$ cat config.mk
export PLATFORM = sky130hd
export DESIGN_NAME = vc_dest_arbiter
export DESIGN_NICKNAME = d
export VERILOG_FILES = /design/src/rtl/vc_dest_arbiter.sv
export SDC_FILE = /design/constraint.sdc
export NUM_CORES = 1
export LEC_CHECK = 0
export CORE_MARGIN = 1
export CORE_UTILIZATION = 40
export CTS_BUF_LIST = sky130_fd_sc_hd__clkbuf_8
export DETAILED_ROUTE_END_ITERATION = 10
export GPL_ROUTABILITY_DRIVEN = 0
export GPL_TIMING_DRIVEN = 0
export PLACE_DENSITY_LB_ADDON = 0.25
export RECOVER_POWER = 50
export SETUP_SLACK_MARGIN = 0.02
export SLEW_MARGIN = 30
export SYNTH_ARGS = -nofsm -noshare
export SYNTH_HDL_FRONTEND = slang
export SYNTH_SLANG_ARGS = --single-unit
$ cat constraint.sdc
create_clock -name clk -period 2.8 [get_ports clk]
set_clock_uncertainty 0.05 [all_clocks]
set_input_delay 0.42 -clock clk [delete_from_list [all_inputs] [get_ports clk]]
set_output_delay 0.42 -clock clk [all_outputs]
set_load 0.01 [all_outputs]
$ cat src/rtl/vc_dest_arbiter.sv
// rtl/vc_dest_arbiter.sv - VC0/VC1 to D0/D1 arbiter with strict priority, starvation guard and 1-cycle push stage
module vc_dest_arbiter #(
    parameter int DATA_WIDTH = 6,
    parameter int DEST_BIT   = 4,
    parameter int STARVE_MAX = 4
) (
    input  logic                  clk,
    input  logic                  reset_L,
    input  logic                  enable,
    input  logic                  vc0_empty,
    input  logic                  vc1_empty,
    input  logic [DATA_WIDTH-1:0] vc0_data,
    input  logic [DATA_WIDTH-1:0] vc1_data,
    input  logic                  d0_almost_full,
    input  logic                  d1_almost_full,
    output logic                  pop_vc0,
    output logic                  pop_vc1,
    output logic                  push_d0,
    output logic                  push_d1,
    output logic [DATA_WIDTH-1:0] data_out,
    output logic                  busy
);

    logic [3:0]            starve_cnt;
    logic                  vc0_eligible;
    logic                  vc1_eligible;
    logic                  force1;
    logic                  grant0;
    logic                  grant1;
    logic [DATA_WIDTH-1:0] sel_word;

    // Reset gates eligibility so pops stay low while reset_L is asserted.
    assign vc0_eligible = reset_L & enable & ~vc0_empty &
                          ~(vc0_data[DEST_BIT] ? d1_almost_full : d0_almost_full);
    assign vc1_eligible = reset_L & enable & ~vc1_empty &
                          ~(vc1_data[DEST_BIT] ? d1_almost_full : d0_almost_full);

    assign force1   = (starve_cnt >= 4'(STARVE_MAX)) & vc1_eligible;
    assign grant1   = vc1_eligible & (force1 | ~vc0_eligible);
    assign grant0   = vc0_eligible & ~force1;
    assign sel_word = grant1 ? vc1_data : vc0_data;

    assign pop_vc0 = grant0;
    assign pop_vc1 = grant1;
    assign busy    = push_d0 | push_d1;

    always_ff @(posedge clk) begin
        if (!reset_L) begin
            starve_cnt <= 4'd0;
            push_d0    <= 1'b0;
            push_d1    <= 1'b0;
            data_out   <= '0;
        end else begin
            // With enable low the counter is frozen rather than cleared.
            if (enable) begin
                if (grant1 || !vc1_eligible)
                    starve_cnt <= 4'd0;
                else if (grant0 && starve_cnt != 4'd15)
                    starve_cnt <= starve_cnt + 4'd1;
            end
            if (grant0 || grant1) begin
                data_out <= sel_word;
                push_d1  <= sel_word[DEST_BIT];
                push_d0  <= ~sel_word[DEST_BIT];
            end else begin
                push_d0 <= 1'b0;
                push_d1 <= 1'b0;
            end
        end
    end

endmodule

==> results of run 1 <==
-- how the worst max path moves through the flow --
stage,start,endpoint,depth (start not counted)
5_1_grt,vc1_data[4],pop_vc0,5
3_5_place_dp,vc0_data[4],pop_vc0,5
4_1_cts,vc1_data[4],pop_vc1,4
3_3_place_gp,vc0_data[4],pop_vc0,5
6_report,vc1_data[4],pop_vc0,5
2_1_floorplan,vc0_data[4],pop_vc0,3
-- cell usage after synthesis (2+ instances only) --
master,n
a22o_1,2
or2_2,3
a222oi_1,5
nand2_1,6
nor3_1,2
dfxtp_1,12
inv_1,10
nor2_1,3
-- power by group through the flow --
stage,Combinational [W],Sequential (W),Clock [W]
after floorplan,0.0000326,0.000194,0
after global placement,0.0000920,0.000189,0
after detailed placement,0.0000938,0.000190,0
after CTS,0.0000972,0.000186,0.000191
after global routing,0.0000988,0.000187,0.000199
final,0.0000917,0.000186,0.000186
-- what timing repair did --
| item | CTS | global route |
|---|---|---|
| resized for setup | 1 | 3 |
| setup endpoints to repair | 2 | 2 |
| pin swaps | 1 | 0 |
| setup buffers | 2 | 0 |
-- per-stage QoR --
step                      instances  cell area, sq um  setup TNS, ns  hold slack (ns)
after global placement          103               910         -0.184            0.395
after detailed placement        103               910         -0.184            0.410
after CTS                       109               983              0            0.414
after floorplan                  60               611              0            0.396
final                           109               983              0            0.405
after global routing            109               983              0            0.434
-- kinds of logic after synthesis --
| logic type | synth area share |
|---|---|
| mux | 0.0594 |
| flops | 0.393 |
| buf+inv | 0.0738 |
| simple gates | 0.199 |
| compound gates | 0.254 |
| fa+ha+maj | 0.0205 |
-- critical path: stages --
cell and delay, ns:
clkdlybuf4s50_1 0.54, mux2_4 0.34, nor3_1 0.40, a21boi_4 0.09, dlymetal6s2s_1 0.19
-- registers in the layout, summed over array words and instances, names as in the netlist --
name / cells
data_out: 6
starve_cnt: 4
push_d0: 1
push_d1: 1
-- metal layers --
layer | track usage | routed length, microns | part of all wire | vias up
met1 | 0.243 | 671 | 0.45 | 250
met5 | 0 | 0 | 0 | -
li1 | - | - | - | 285
met4 | 0.0750 | 5 | 0.0034 | 0
met3 | 0.0489 | 104 | 0.070 | 2
met2 | 0.340 | 699 | 0.47 | 25
-- area by class of cell --
cell class / count / share of cell area
well taps: 15 / 0.0191
multi-input cells: 37 / 0.330
repair buffers: 30 / 0.305
inverters: 10 / 0.0382
flip-flops and latches: 12 / 0.244
clock buffers: 4 / 0.0560
plain buffers: 1 / 0.00763
==> reports/summary.txt, run 1 <==
CTS tree: built
Clock tree buffer depth: 2
Worst R2R Start: starve_cnt[2]
# IOs: 30
Syn avg cell area: 10.2 sq um
CP endpoint kind: output pin
P_int: 0.000360 W
Post-synth ARST share: 0
Worst-Skew Late Latency: 0.24 ns
Most common cell after layout, fill and taps aside: clkdlybuf4s50_1
Critical path type: in2out
Worst-margin pin slew: 0.499 ns
DRT iter0 DRCs: 13
Critical Path Start Type: input pin
Post-synthesis register bit count: 12
Max transition margin: 0.665
Hold Path Class: reg2reg
Post-layout nets: 115
Largest net degree at the start of global routing: 9
Most frequent cells in the layout: 17 x clkdlybuf4s50_1, 12 x dfxtp_1, 10 x inv_1, 9 x dlygate4sd3_1, 6 x nand2_1
Post-route ant nets: 0
Cell count after synthesis: 60
DP HPWL: 1.06 mm
Reg area: 240 sq um
Status: finished clean
Min-Delay Endpoint: data_out[4]
Initial Util: 0.447
Routed Wire Length: 1.48 mm
Worst-path clk slew: 0.05 ns
Seq/Total Area, Yosys: 0.393
Comb pwr share: 0.198
Share of post-route cells with drive strength above 1: 0.202
R2r endpoint: data_out[4]
Max VDD drop: 0.264 mV
H-Tree Depth: 1
Die Wd: 41.1 microns
Antenna cells: 0
Yosys Warn Count: 0
Clock power share: 0.401
Yosys cell types: 25
CTS sink cnt: 12
Initial antenna violation count: 0
Post-CTS Hold Fix Bufs: 0
Fill cells: 104
Max Fanout on Critical Path: 3
Overall routing resource usage: 0.201
Sw Pwr: 0.000103 W
Required @ worst endpoint: 2.33 ns
Sequential share of power: 0.401
Core Rows: 13
Total Power: 0.000463 W
Die area: 1690 sq um
PnR worst setup slack: 0.336 ns
Max cap viols: 0
Worst R2R Path Depth: 5
Final setup fails: 0
Fin crit period: 2.46 ns
Largest area contributor in the netlist: dfxtp_1
Hold Path Depth: 2
Fin util: 0.720
Hold Startpoint: data_out[4]
Net Sw Frac: 0.223
DR vias: 562
Total CTS buffers: 3
Area Growth Syn to Fin: 61.1%
Final slew viol count: 0
DRT Pass-1 Iters: 4
Drt via density: 5.16
Die height: 41.1 microns
PwrDens: 471 nW/um^2
Final hold violation count: 0
DRC viols: 0
Multi-input logic area: 324 sq um
Synth Flop Type: dfxtp_1
Drt wl/cell: 13.6 microns
Placement Setup Slack: -0.0964 ns
CTS root buffer: clkbuf_8
Synth top area cells: dfxtp_1 39%, a222oi_1 8.2%, inv_1 6.1%, a2111oi_4 4.5%, nand2_1 3.7%
Leakage: 0.475 nW
Tcrit/Tclk final: 0.880
Yosys top cell area share: 0.393
Mapped cell area: 611 sq um
CP arrival: 1.99 ns
Number of synthesized flops with an enable pin: 0
Post-Syn Nets: 80
Total grt overflow: 0
First-pass GRT wire length: 2.17 mm
RSZ-0062 raised after global routing: no
Number of buffers added on ports: 28
Vias in the first global route: 531
Core area: 1370 sq um
R2R Setup Slk: 1.34 ns
Fmax achieved: 406 MHz
(Power assumes the default switching activity.)
==> run 2, diff against run 1 <==
- CELL_PAD_IN_SITES_DETAIL_PLACEMENT: unset -> 0
- CELL_PAD_IN_SITES_GLOBAL_PLACEMENT: unset -> 1
- CORE_UTILIZATION: 40 -> 32
- SLEW_MARGIN: 30 -> unset
==> run 2 against run 1 <==
Sequential power about the same; critical path depth is 1 lower; sequential share of layout area fell by 0.093 points; first-iteration DRC count grew 46%; via count increased by 1.4%; global-route usage decreased by 3.5 points; register-to-register slack about the same; die area up 24%; largest cell class unchanged.
==> reports/summary.txt, run 2 (synthesis results as in run 1) <==
Multi-input logic area: 324 sq um
Busiest grt layer: met2
Min-Delay Endpoint: data_out[4]
Largest delay contributor family on the critical path: buffers and inverters
Worst-Skew Late Latency: 0.23 ns
Largest register FFs: 6
CP bufs+invs: 2
Routed Wire Length: 1.48 mm
DRT iter0 DRCs: 19
CTS tree: built
Critical path's slowest cell: clkdlybuf4s50_1
Worst R2R Start: starve_cnt[3]
R2r endpoint: data_out[4]
CTS root buffer: clkbuf_8
Dpl cell area: 922 sq um
DP HPWL: 993 microns
Drt wl/cell: 12.4 microns
Final hold violation count: 0
Worst-margin pin slew: 0.442 ns
DR vias: 570
Status: finished clean
Most frequent cells in the layout: 17 x clkdlybuf4s50_1, 12 x dfxtp_1, 10 x inv_1, 10 x dlygate4sd3_1, 6 x nand2_1
DRT Pass-1 Iters: 5
First-pass GRT wire length: 2.41 mm
CP endpoint kind: output pin
Die Wd: 45.7 microns
Fill cells: 183
Number of buffers added on ports: 28
RSZ-0062 raised after global routing: no
PwrDens: 435 nW/um^2
Share of post-route cells with drive strength above 1: 0.202
Cell chain of the critical path: clkdlybuf4s50_1 > mux2_4 > a2111oi_4 > clkdlybuf4s50_1
Inst Count DP: 113
Area Growth Syn to Fin: 61.7%
CTS sink cnt: 12
Largest net degree at the start of global routing: 9
Hold Path Depth: 2
Total CTS buffers: 3
Clock tree buffer depth: 2
H-Tree Depth: 1
Critical Path Start Type: input pin
Overall routing resource usage: 0.167
Die height: 45.7 microns
Worst R2R Path Depth: 5
Crit path largest cell delay: 0.60 ns
Drt via density: 4.79
Reg area: 240 sq um
Total grt overflow: 0
Post-layout nets: 116
R2R Setup Slk: 1.34 ns
# IOs: 30
Max cap viols: 0
Critical path type: in2out
M2 GR Usage: 0.234
Initial Util: 0.346
Crit. Startpoint: vc1_data[4]
CP arrival: 2.25 ns
Fmax achieved: 367 MHz
Max transition margin: 0.703
Leakage: 0.456 nW
Top flop regs: data_out: 6 flops, starve_cnt: 4 flops
Initial antenna violation count: 0
Fin cells: 119
Fin crit period: 2.72 ns
Final setup fails: 0
Die area: 2090 sq um
Max VDD drop: 0.288 mV
Core Rows: 15
Max Fanout on Critical Path: 3
Antenna cells: 0
Most common cell after layout, fill and taps aside: clkdlybuf4s50_1
Tcrit/Tclk final: 0.972
Top cell by count, worst path: clkdlybuf4s50_1
Worst-path clk slew: 0.05 ns
Post-route ant nets: 0
M1 GR Usage: 0.202
Met3 Use GR: 0.0754
Hold Startpoint: data_out[4]
Core area: 1760 sq um
Final slew viol count: 0
Required @ worst endpoint: 2.33 ns
DRC viols: 0
Hold Path Class: reg2reg
Reg with most FFs: data_out
Final Instance Area: 987 sq um
Vias in the first global route: 561
==> run 2: changes by cell type in the layout (fill, tap and decap cells not counted), sizes merged <==
cell / previous run / this run
clkbuf: 4 / 3
dlymetal6s2s: 2 / 1
dlygate4sd3: 9 / 10
buf: 3 / 4
==> run 2: final cells by class <==
cell class,count,area share
inverter,10,0.0380
timing repair buffer,31,0.309
multi-input combinational,37,0.328
buffer,1,0.00760
tap,25,0.0317
sequential,12,0.243
clock buffer,3,0.0418
==> run 2: timing repair <==
| action | in CTS | in global routing |
|---|---|---|
| setup buffers | 2 | 1 |
| hold buffers | 0 | 0 |
| pin swaps | 1 | 0 |
| setup endpoints to repair | 2 | 1 |
| resized for setup | 1 | 2 |
==> run 2: report_power, final <==
part	internal, W	switching, W	total [W]
logic	0.0000554	0.0000372	0.0000926
clock network	0.0000943	0.0000567	0.000151
registers	0.000181	0.00000446	0.000186
total	0.000331	0.0000983	0.000429
==> run 2: worst max-delay path by stage <==
| stage | depth (start not counted) | endpoint |
|---|---|---|
| floorplan | 3 | pop_vc0 |
| global placement | 4 | pop_vc1 |
| detailed placement | 5 | pop_vc0 |
| CTS | 5 | pop_vc0 |
| global route | 4 | pop_vc1 |
| finish | 4 | pop_vc1 |
==> run 2: through the flow <==
stage               worst slack, ns  TNS, ns  utilization  power (W)  hold WS (ns)
floorplan                      1.12        0            -   0.000227         0.396
global placement             -0.142   -0.255        0.523   0.000282         0.401
detailed placement           -0.144   -0.244        0.523   0.000283         0.405
CTS                          0.0109        0        0.557   0.000437         0.412
global route                 0.0313        0        0.560   0.000453         0.436
finish                       0.0773        0        0.560   0.000429         0.407
==> run 2: worst register-to-register path, stage by stage (launching register included) <==
cell and delay, ns:
dfxtp_1 0.35, nor3_1 0.09, a2111oi_4 0.39, buf_4 0.23, a2bb2oi_2 0.17, a21oi_1 0.05
==> run 2: routing by layer <==
metal | vias to the layer above | routed length (microns)
li1 | 284 | -
met1 | 256 | 667
met2 | 28 | 645
met3 | 2 | 134
met4 | 0 | 27
met5 | - | 0
==> run 3, diff against run 2 <==
- CORE_UTILIZATION: 32 -> 29
- clock period: 2.8 -> 2.7 ns (I/O delays scaled with it)
==> run 3 against run 2 <==
Critical endpoint unchanged; die area up 9.9%; highest routed layer unchanged; routed wire length is 1.4% lower; largest cell class unchanged; non-clock buffer count decreased by 1.
==> reports/summary.txt, run 3 (synthesis results as in run 1) <==
Status: finished clean
Worst hold slack: 0.400 ns
Most common cell after layout, fill and taps aside: clkdlybuf4s50_1
CTS tree: built
Largest delay contributor family on the critical path: buffers and inverters
Core Rows: 16
Overall routing resource usage: 0.142
Worst-Skew Late Latency: 0.23 ns
Initial antenna violation count: 0
Drt via density: 4.65
DRC viols: 0
DR vias: 558
Top flop regs: data_out: 6 flops, starve_cnt: 4 flops
First-pass GRT wire length: 2.17 mm
CP bufs+invs: 2
Core area: 1960 sq um
Fin crit period: 2.47 ns
Share of post-route cells with drive strength above 1: 0.204
CTS root buffer: clkbuf_8
Total CTS buffers: 3
Worst-margin pin slew: 0.425 ns
PwrDens: 452 nW/um^2
Final setup fails: 0
DRT Pass-1 Iters: 4
Number of buffers added on ports: 28
DRT iter0 DRCs: 27
Largest register FFs: 6
Vias in the first global route: 501
Routed Wire Length: 1.45 mm
Most frequent cells in the layout: 16 x clkdlybuf4s50_1, 12 x dfxtp_1, 10 x inv_1, 10 x dlygate4sd3_1, 6 x nand2_1
Worst-path clk slew: 0.05 ns
DP HPWL: 1.02 mm
Required @ worst endpoint: 2.25 ns
Final hold violation count: 0
CP arrival: 2.01 ns
Drt wl/cell: 12.1 microns
Die height: 47.9 microns
Critical path type: in2out
Die area: 2290 sq um
Post-layout nets: 115
Hold Path Class: reg2reg
Tcrit/Tclk final: 0.913
Post-route ant nets: 0
RSZ-0062 raised after global routing: no
H-Tree Depth: 1
Die Wd: 47.9 microns
Max transition margin: 0.716
Crit path largest cell delay: 0.55 ns
Antenna cells: 0
Total grt overflow: 0
Leakage: 0.443 nW
Area Growth Syn to Fin: 60.9%
Dpl cell area: 925 sq um
Final slew viol count: 0
Initial Util: 0.311
Largest net degree at the start of global routing: 9
Clock tree buffer depth: 2
Max cap viols: 0
Cell chain of the critical path: clkdlybuf4s50_1 > mux2_4 > a2111oi_4 > dlygate4sd2_1
CP endpoint kind: output pin
Critical path's slowest cell: clkdlybuf4s50_1
Reg with most FFs: data_out
Max VDD drop: 0.236 mV
Critical Path Start Type: input pin
CTS sink cnt: 12
Final Instance Area: 982 sq um
Max Fanout on Critical Path: 3
# IOs: 30
Fmax achieved: 406 MHz
-- run 3: repair_timing --
item                                   in CTS  in global routing
endpoints found under the hold margin       0                  0
setup buffers                               2                  0
hold buffers                                0                  0
setup endpoints to repair                   2                  0
resized for setup                           3                  0
-- run 3: worst paths after layout --
kind,from,end,slack [ns],cells past startpoint
max,vc1_data[4],pop_vc1,0.23,4
min,data_out[4],data_out[4],0.40,2
max reg2reg,starve_cnt[3],data_out[4],1.24,5
min reg2reg,data_out[4],data_out[4],0.40,2
-- run 3: power breakdown --
part	leakage, nW	switching, W	internal, W	total [W]
Clock	0.0216	0.0000595	0.0000978	0.000157
Combinational	0.323	0.0000386	0.0000553	0.0000940
Sequential	0.0982	0.00000448	0.000188	0.000193
Total	0.443	0.000103	0.000341	0.000444
-- run 3: layer usage --
metal / wire [microns] / share of wire / global-route usage / up-vias
li1: - / - / - / 281
met1: 676 / 0.46 / 0.191 / 249
met2: 636 / 0.44 / 0.197 / 26
met3: 129 / 0.089 / 0.0453 / 2
met4: 11 / 0.0076 / 0.0833 / 0
met5: 0 / 0 / 0 / -
-- run 3: per-stage QoR --
stage	setup TNS [ns]	cells	utilization	total power, W	worst slack [ns]
2_1_floorplan	0	60	-	0.000236	1.05
3_3_place_gp	-0.388	115	0.471	0.000293	-0.200
3_5_place_dp	-0.427	115	0.471	0.000294	-0.218
4_1_cts	0	120	0.501	0.000455	0.222
5_1_grt	0	120	0.501	0.000466	0.160
6_report	0	120	0.501	0.000444	0.235
-- run 3: layout make-up --
cell class,instances,area [sq um]
tap,27,33.8
clock buffer,3,41.3
sequential,12,240
multi-input combinational,37,329
buffer,1,7.51
inverter,10,37.5
timing repair buffer,30,293
fill,195,980
-- run 3: worst register-to-register path, delay by kind of cell (launching register included) --
family          cells  cell delay, ns
compound gates      3            0.63
buf+inv             1            0.23
simple gates        1            0.09
flops               1            0.34
